==> src/rtl/fft_pkg.sv <==
`default_nettype none
// ============================================================================
// Module : fft_pkg
// Shared widths, complex sample type and round/saturate helper for FFT stages.
// Rev    : 1.0
// ============================================================================
package fft_pkg;

    localparam int DATA_WIDTH   = 16;
    localparam int DATA_WIDTH_I = 3;
    localparam int DATA_WIDTH_F = 12;
    // Wide enough for a full complex-product sum plus the rounding offset
    localparam int WIDE_W       = 2*DATA_WIDTH + 2;

    typedef struct packed {
        logic signed [DATA_WIDTH-1:0] re;
        logic signed [DATA_WIDTH-1:0] im;
    } cplx_t;

    // Returns {sat, result}: add half an output LSB, shift right, clamp to DATA_WIDTH.
    function automatic logic [DATA_WIDTH:0] sat_round(
        input logic signed [WIDE_W-1:0]         value,
        input logic        [5:0]                shift
    );
        logic signed [WIDE_W-1:0]          w_half;
        logic signed [WIDE_W-1:0]          w_shr;
        logic        [WIDE_W-DATA_WIDTH:0] w_top;
        logic                              w_sat;
        logic        [DATA_WIDTH-1:0]      w_res;
        w_half = (shift == 6'd0) ? '0 : (WIDE_W'(1) <<< (shift - 6'd1));
        w_shr  = (value + w_half) >>> shift;
        w_top  = w_shr[WIDE_W-1:DATA_WIDTH-1];
        w_sat  = !((&w_top) || !(|w_top));
        w_res  = w_sat ? {w_shr[WIDE_W-1], {(DATA_WIDTH-1){~w_shr[WIDE_W-1]}}}
                       : w_shr[DATA_WIDTH-1:0];
        return {w_sat, w_res};
    endfunction

endpackage
`default_nettype wire

==> src/rtl/fft_bfly2_if.sv <==
`default_nettype none
// ============================================================================
// Module : fft_bfly2_if
// Handshake and sample bus of one radix-2 butterfly stage.
// Rev    : 1.0
// ============================================================================
interface fft_bfly2_if;
    import fft_pkg::*;

    logic                         in_valid;
    logic                         in_ready;
    logic signed [DATA_WIDTH-1:0] X_0_re;
    logic signed [DATA_WIDTH-1:0] X_0_im;
    logic signed [DATA_WIDTH-1:0] X_1_re;
    logic signed [DATA_WIDTH-1:0] X_1_im;
    logic signed [DATA_WIDTH-1:0] twiddle_re;
    logic signed [DATA_WIDTH-1:0] twiddle_im;
    logic                         out_valid;
    logic                         out_ready;
    logic signed [DATA_WIDTH-1:0] Y_0_re;
    logic signed [DATA_WIDTH-1:0] Y_0_im;
    logic signed [DATA_WIDTH-1:0] Y_1_re;
    logic signed [DATA_WIDTH-1:0] Y_1_im;
    logic                         ovf;
    logic                         ovf_clear;

    modport master (
        output in_valid, X_0_re, X_0_im, X_1_re, X_1_im, twiddle_re, twiddle_im,
        output out_ready, ovf_clear,
        input  in_ready, out_valid, Y_0_re, Y_0_im, Y_1_re, Y_1_im, ovf
    );

    modport slave (
        input  in_valid, X_0_re, X_0_im, X_1_re, X_1_im, twiddle_re, twiddle_im,
        input  out_ready, ovf_clear,
        output in_ready, out_valid, Y_0_re, Y_0_im, Y_1_re, Y_1_im, ovf
    );

endinterface
`default_nettype wire

==> src/rtl/cmul_rnd.sv <==
`default_nettype none
// ============================================================================
// Module : cmul_rnd
// Combinational complex multiply X1*W with round-half-up and saturation.
// Rev    : 1.0
// ============================================================================
module cmul_rnd
    import fft_pkg::*;
(
    input  cplx_t i_x,
    input  cplx_t i_w,
    output cplx_t o_p,
    output logic  o_sat
);

    localparam int c_PW = 2*DATA_WIDTH + 1;

    logic signed [c_PW-1:0] w_rr;
    logic signed [c_PW-1:0] w_ii;
    logic signed [c_PW-1:0] w_ri;
    logic signed [c_PW-1:0] w_ir;
    logic signed [c_PW-1:0] w_p_re;
    logic signed [c_PW-1:0] w_p_im;
    logic                   w_sat_re;
    logic                   w_sat_im;

    always_comb begin
        w_rr   = c_PW'($signed(i_x.re)) * c_PW'($signed(i_w.re));
        w_ii   = c_PW'($signed(i_x.im)) * c_PW'($signed(i_w.im));
        w_ri   = c_PW'($signed(i_x.re)) * c_PW'($signed(i_w.im));
        w_ir   = c_PW'($signed(i_x.im)) * c_PW'($signed(i_w.re));
        w_p_re = w_rr - w_ii;
        w_p_im = w_ri + w_ir;
        {w_sat_re, o_p.re} = sat_round(WIDE_W'(w_p_re), 6'(DATA_WIDTH_F));
        {w_sat_im, o_p.im} = sat_round(WIDE_W'(w_p_im), 6'(DATA_WIDTH_F));
        o_sat = w_sat_re | w_sat_im;
    end

endmodule
`default_nettype wire

==> src/rtl/fft_bfly2.sv <==
`default_nettype none
// ============================================================================
// Module : fft_bfly2
// Two-stage pipelined radix-2 DIT butterfly with valid/ready flow control.
// Rev    : 1.0
// ============================================================================
module fft_bfly2
    import fft_pkg::*;
#(
    parameter int DATA_WIDTH   = 16,
    parameter int DATA_WIDTH_I = 3,
    parameter int DATA_WIDTH_F = 12,
    parameter int SCALE        = 0
)(
    input  logic       clk,
    input  logic       reset,
    fft_bfly2_if.slave bus
);

    // Sample type and rounding helper are sized by the package
    if (DATA_WIDTH != fft_pkg::DATA_WIDTH || DATA_WIDTH_F != fft_pkg::DATA_WIDTH_F ||
        DATA_WIDTH != 1 + DATA_WIDTH_I + DATA_WIDTH_F) begin : g_cfg_check
        $error("fft_bfly2: width parameters must match fft_pkg");
    end

    localparam int         c_SW       = DATA_WIDTH + 1;
    localparam logic [5:0] c_S2_SHIFT = (SCALE != 0) ? 6'd1 : 6'd0;

    cplx_t                  w_x0, w_x1, w_tw, w_p;
    cplx_t                  w_y0, w_y1;
    logic                   w_mul_sat, w_add_sat, w_ovf_set;
    logic                   w_en1, w_en2;
    logic signed [c_SW-1:0] w_s0_re, w_s0_im, w_s1_re, w_s1_im;
    logic                   w_sat0r, w_sat0i, w_sat1r, w_sat1i;

    cplx_t                  r_s1_x0, r_s1_p;
    logic                   r_s1_valid;
    cplx_t                  r_y0, r_y1;
    logic                   r_out_valid;
    logic                   r_ovf;

    assign w_x0 = {bus.X_0_re, bus.X_0_im};
    assign w_x1 = {bus.X_1_re, bus.X_1_im};
    assign w_tw = {bus.twiddle_re, bus.twiddle_im};

    assign w_en2        = !r_out_valid || bus.out_ready;
    assign w_en1        = !r_s1_valid || w_en2;
    assign bus.in_ready = w_en1;

    cmul_rnd u_cmul (
        .i_x   (w_x1),
        .i_w   (w_tw),
        .o_p   (w_p),
        .o_sat (w_mul_sat)
    );

    always_comb begin
        w_s0_re = c_SW'($signed(r_s1_x0.re)) + c_SW'($signed(r_s1_p.re));
        w_s0_im = c_SW'($signed(r_s1_x0.im)) + c_SW'($signed(r_s1_p.im));
        w_s1_re = c_SW'($signed(r_s1_x0.re)) - c_SW'($signed(r_s1_p.re));
        w_s1_im = c_SW'($signed(r_s1_x0.im)) - c_SW'($signed(r_s1_p.im));
        {w_sat0r, w_y0.re} = sat_round(WIDE_W'(w_s0_re), c_S2_SHIFT);
        {w_sat0i, w_y0.im} = sat_round(WIDE_W'(w_s0_im), c_S2_SHIFT);
        {w_sat1r, w_y1.re} = sat_round(WIDE_W'(w_s1_re), c_S2_SHIFT);
        {w_sat1i, w_y1.im} = sat_round(WIDE_W'(w_s1_im), c_S2_SHIFT);
        w_add_sat = w_sat0r | w_sat0i | w_sat1r | w_sat1i;
    end

    // Only saturation of a beat actually moving through a stage counts
    assign w_ovf_set = (w_en1 && bus.in_valid && w_mul_sat) ||
                       (w_en2 && r_s1_valid && w_add_sat);

    always_ff @(posedge clk) begin
        if (reset) begin
            r_s1_valid <= 1'b0;
            r_s1_x0    <= '0;
            r_s1_p     <= '0;
        end else if (w_en1) begin
            r_s1_valid <= bus.in_valid;
            r_s1_x0    <= w_x0;
            r_s1_p     <= w_p;
        end
    end

    always_ff @(posedge clk) begin
        if (reset) begin
            r_out_valid <= 1'b0;
            r_y0        <= '0;
            r_y1        <= '0;
        end else if (w_en2) begin
            r_out_valid <= r_s1_valid;
            if (r_s1_valid) begin
                r_y0 <= w_y0;
                r_y1 <= w_y1;
            end
        end
    end

    always_ff @(posedge clk) begin
        if (reset) begin
            r_ovf <= 1'b0;
        end else if (w_ovf_set) begin
            r_ovf <= 1'b1;
        end else if (bus.ovf_clear) begin
            r_ovf <= 1'b0;
        end
    end

    assign bus.out_valid = r_out_valid;
    assign bus.Y_0_re    = r_y0.re;
    assign bus.Y_0_im    = r_y0.im;
    assign bus.Y_1_re    = r_y1.re;
    assign bus.Y_1_im    = r_y1.im;
    assign bus.ovf       = r_ovf;

endmodule
`default_nettype wire
==> src/flat_wrapper.sv <==
// flat-port wrapper written by rule: the top's interface ports become plain ports
module fft_bfly2_flat import fft_pkg::*;
#(
    parameter int DATA_WIDTH   = 16,
    parameter int DATA_WIDTH_I = 3,
    parameter int DATA_WIDTH_F = 12,
    parameter int SCALE        = 0
)
  (clk, reset, bus_in_valid, bus_X_0_re, bus_X_0_im, bus_X_1_re, bus_X_1_im, bus_twiddle_re, bus_twiddle_im, bus_out_ready, bus_ovf_clear, bus_in_ready, bus_out_valid, bus_Y_0_re, bus_Y_0_im, bus_Y_1_re, bus_Y_1_im, bus_ovf);
  fft_bfly2_if bus_i ();
  input  logic clk;
  input  logic reset;
  input wire logic [$bits(bus_i.in_valid)-1:0] bus_in_valid;
  input wire logic [$bits(bus_i.X_0_re)-1:0] bus_X_0_re;
  input wire logic [$bits(bus_i.X_0_im)-1:0] bus_X_0_im;
  input wire logic [$bits(bus_i.X_1_re)-1:0] bus_X_1_re;
  input wire logic [$bits(bus_i.X_1_im)-1:0] bus_X_1_im;
  input wire logic [$bits(bus_i.twiddle_re)-1:0] bus_twiddle_re;
  input wire logic [$bits(bus_i.twiddle_im)-1:0] bus_twiddle_im;
  input wire logic [$bits(bus_i.out_ready)-1:0] bus_out_ready;
  input wire logic [$bits(bus_i.ovf_clear)-1:0] bus_ovf_clear;
  output wire logic [$bits(bus_i.in_ready)-1:0] bus_in_ready;
  output wire logic [$bits(bus_i.out_valid)-1:0] bus_out_valid;
  output wire logic [$bits(bus_i.Y_0_re)-1:0] bus_Y_0_re;
  output wire logic [$bits(bus_i.Y_0_im)-1:0] bus_Y_0_im;
  output wire logic [$bits(bus_i.Y_1_re)-1:0] bus_Y_1_re;
  output wire logic [$bits(bus_i.Y_1_im)-1:0] bus_Y_1_im;
  output wire logic [$bits(bus_i.ovf)-1:0] bus_ovf;
  assign bus_i.in_valid = bus_in_valid;
  assign bus_i.X_0_re = bus_X_0_re;
  assign bus_i.X_0_im = bus_X_0_im;
  assign bus_i.X_1_re = bus_X_1_re;
  assign bus_i.X_1_im = bus_X_1_im;
  assign bus_i.twiddle_re = bus_twiddle_re;
  assign bus_i.twiddle_im = bus_twiddle_im;
  assign bus_i.out_ready = bus_out_ready;
  assign bus_i.ovf_clear = bus_ovf_clear;
  assign bus_in_ready = bus_i.in_ready;
  assign bus_out_valid = bus_i.out_valid;
  assign bus_Y_0_re = bus_i.Y_0_re;
  assign bus_Y_0_im = bus_i.Y_0_im;
  assign bus_Y_1_re = bus_i.Y_1_re;
  assign bus_Y_1_im = bus_i.Y_1_im;
  assign bus_ovf = bus_i.ovf;
  fft_bfly2 #(.DATA_WIDTH(DATA_WIDTH), .DATA_WIDTH_I(DATA_WIDTH_I), .DATA_WIDTH_F(DATA_WIDTH_F), .SCALE(SCALE)) u_core (.clk(clk), .reset(reset), .bus(bus_i));
endmodule
==> config.mk <==
export PLATFORM = sky130hd
export DESIGN_NAME = fft_bfly2_flat
export DESIGN_NICKNAME = d
export VERILOG_FILES = /design/src/rtl/fft_pkg.sv /design/src/rtl/fft_bfly2_if.sv /design/src/rtl/cmul_rnd.sv /design/src/rtl/fft_bfly2.sv /design/src/flat_wrapper.sv
export SDC_FILE = /design/constraint.sdc
export NUM_CORES = 2
export LEC_CHECK = 0
export CAP_MARGIN = 15
export CORE_MARGIN = 8
export CORE_UTILIZATION = 59
export DETAILED_ROUTE_END_ITERATION = 12
export PLACE_DENSITY = 0.77
export RECOVER_POWER = 25
export SYNTH_ARGS = -nofsm -noshare
export SYNTH_HDL_FRONTEND = slang
export SYNTH_HIERARCHICAL = 1
export SYNTH_SLANG_ARGS = --single-unit
export TNS_END_PERCENT = 50
==> constraint.sdc <==
create_clock -name clk -period 9.26 [get_ports clk]
set_input_delay 0.926 -clock clk [delete_from_list [all_inputs] [get_ports clk]]
set_output_delay 0.926 -clock clk [all_outputs]
set_load 0.05 [all_outputs]
==> results.yml <==
yosys:
  yosys.cell_types.count: 86
  synth_edf_count: 0
  ys_seq_elements: 131
  netlist_area_um2: 49100
  avgSynthCellArea_um2: 9.08
  synth_top_flop_cell: "dfxtp_1"
  yosys_warnings: 6
  async_flop_share_pct: 0
  ys_seq_area_share_pct: 5.34
  netlist_instances: 5412
  syn-num-nets: 7078
clock_network:
  cts.htree.levels: 4
  cts_root_buf: "clkbuf_16"
  clk_pin_slew_worst_paths_ps: 60
  holdBufCountCts: 0
  cts.sinks: 131
  tritoncts: "built"
  clock_latency_ps: 440
  clk_path_buf_depth: 2
  cts_buffers: 17
run_status:
  outcome: "finished, violations left"
  violations: "max-capacitance violations, max-slew violations"
route:
  wl_per_cell_um: 21.2
  routed_wl_mm: 148
  antenna_left: 0
  drtIter0Drc: 2981
  vias_per_cell: 5.51
  drc: 0
  first_pass_iters: 5
  num_vias: 38500
worst_hold_path:
  holdPathStages: 2
  hp-class: "flip-flop to flip-flop"
finish:
  drive_gt1_share_pct: 13.8
  register_area_um2: 2620
  nNetsFinal: 7564
  most-common-layout-cells: "1317 x inv_1, 1168 x fa_1, 668 x nand2_1"
  mostFrequentLayoutCell: "inv_1"
  area_growth_pct: 18.7
  multi_input_area_um2: 41000
  fillerInstances: 6123
placed_design:
  numPortBuffers: 167
  dp_hpwl_mm: 117
  gp_congestion: 0.934
die:
  rows: 106
  die_h_um: 305
  ios: 168
  initial_core_util_pct: 59.2
  die_w_um: 305
  core_area_um2: 83000
  dieArea_um2: 92800
setup_path:
  slowest_delay_ps: 550
  end_kind: "flip-flop"
  crit_required_ps: 9580
  path_common_cell: "fa_1"
  crit_type: "input pin to flip-flop"
  cpMaxStageDelayCell: "fa_1"
  worstPathArrival_ps: 9540
  start_kind: "input pin"
  critPathMaxFanout: 7
  rr_worst_depth: 8
sta:
  setup_viol: 0
  holdWs_ps: 471
  fin_crit_ps: 9220
  fin_skew_ps: 12.3
  drv_slew: 67
  worst_pin_slew_ps: 3290
  fmax_mhz: 108
  fin_crit_sh_pct: 99.6
  maxSlewHeadroom_pct: -119
  hold_violations: 0
  fin_tns_setup_ps: 0
grt:
  grt.total_usage_pct: 30.8
  antenna_found_initial: 8
  grt_pass1_wl_mm: 225
  grt_max_degree: 93
  grt-ovfl-total: 0
  grt_pass1_vias: 42000
flow_run:
  maxCapViolations: 1
-- cell usage after synthesis, types with 5 or more instances --
master	count	area [um2]
nand2_1	673	2530
o21ai_1	8	40.0
o21a_1	14	105
maj3_2	8	90.1
ha_1	369	4620
o21bai_1	16	120
nor3_1	23	115
xor2_1	28	245
a211oi_1	57	428
a31o_2	5	43.8
o31ai_1	9	67.6
nor2b_1	14	87.6
nand3_1	14	70.1
or4_1	7	52.6
a311oi_1	6	52.6
buf_2	18	90.1
a21oi_1	149	746
maj3_1	43	430
nor2_1	180	676
o21ai_0	45	225
nor4_1	7	43.8
inv_1	1346	5050
nand4_1	14	87.6
and2_1	469	2930
or3_1	7	43.8
a21o_1	57	428
a211oi_2	7	87.6
a31oi_1	6	37.5
o31a_1	5	43.8
nand2b_1	41	257
xnor2_1	89	780
fa_1	1196	23900
clkbuf_1	253	950
o211ai_1	8	60.1
dfxtp_1	131	2620
-- state kept, by name, indices dropped and copies added, names as in the netlist --
name and flops:
u_core/r_s1_p 32, u_core/bus.Y_1_im 16, u_core/bus.Y_1_re 16, u_core/bus.out_valid 1
u_core/bus.Y_0_im 16, u_core/bus.ovf 1, u_core/r_s1_valid 1, u_core/bus.Y_0_re 16
u_core/r_s1_x0 32
-- metal layers --
layer | GRT usage, % | routed length [um]
met1 | 37.8 | 53100
met2 | 50.9 | 68200
met3 | 6.70 | 14600
met4 | 16.4 | 12000
met5 | 0 | 60
-- final timing paths --
| check | slack (ps) | to | from |
|---|---|---|---|
| max | 40 | u_core/bus.ovf | bus_twiddle_re[4] |
| min | 470 | u_core/r_s1_p[10] | u_core/r_s1_p[10] |
| max reg2reg | 4580 | u_core/bus.ovf | u_core/bus.out_valid |
| min reg2reg | 470 | u_core/r_s1_p[10] | u_core/r_s1_p[10] |
-- area by class of cell --
| type | instances | share of cell area (%) |
|---|---|---|
| Antenna cell | 4 | 0.0172 |
| Clock buffer | 19 | 0.777 |
| Clock inverter | 13 | 0.176 |
| Inverter | 1346 | 8.66 |
| Multi-Input combinational cell | 3660 | 70.3 |
| Sequential cell | 131 | 4.50 |
| Tap cell | 1080 | 2.32 |
| Timing Repair Buffer | 742 | 13.2 |
-- stage by stage --
stage | instance area, um2 | utilization (%) | instances | worst slack [ps]
after global placement | 55900 | 67.4 | 6879 | -674
after global routing | 58300 | 70.2 | 6993 | -108
after CTS | 56900 | 68.5 | 6926 | 1.58
final | 58300 | 70.2 | 6995 | 41.5
after detailed placement | 55900 | 67.4 | 6879 | -805
after floorplan | 49100 | - | 5412 | 49.6
-- cells by family after synthesis --
group	count (synthesis)	synth area share, %
AND/OR/NAND/NOR	1475	14.5
XOR/XNOR	121	2.22
buffers and inverters	1621	12.4
flip-flops	131	5.34
AO/OA/AOI/OAI	444	6.26
multiplexers	4	0.0840
adder cells (fa/ha/maj)	1616	59.2
-- worst max-delay path, delay by kind of cell --
family | cells | cell delay, ps
fa+ha+maj | 9 | 4410
compound gates | 7 | 1500
simple gates | 6 | 1290
buf+inv | 11 | 1160
mux | 1 | 260
-- what timing repair did --
action                     in CTS  in global routing
pin swaps                      40                134
resized for setup              81                201
setup buffers                  14                 40
setup endpoints to repair       1                  6
cloned                          1                 24
Power is left out: the tool's default activity adds up to more than one toggle a clock period on the data nets, which glitch-free logic cannot reach.
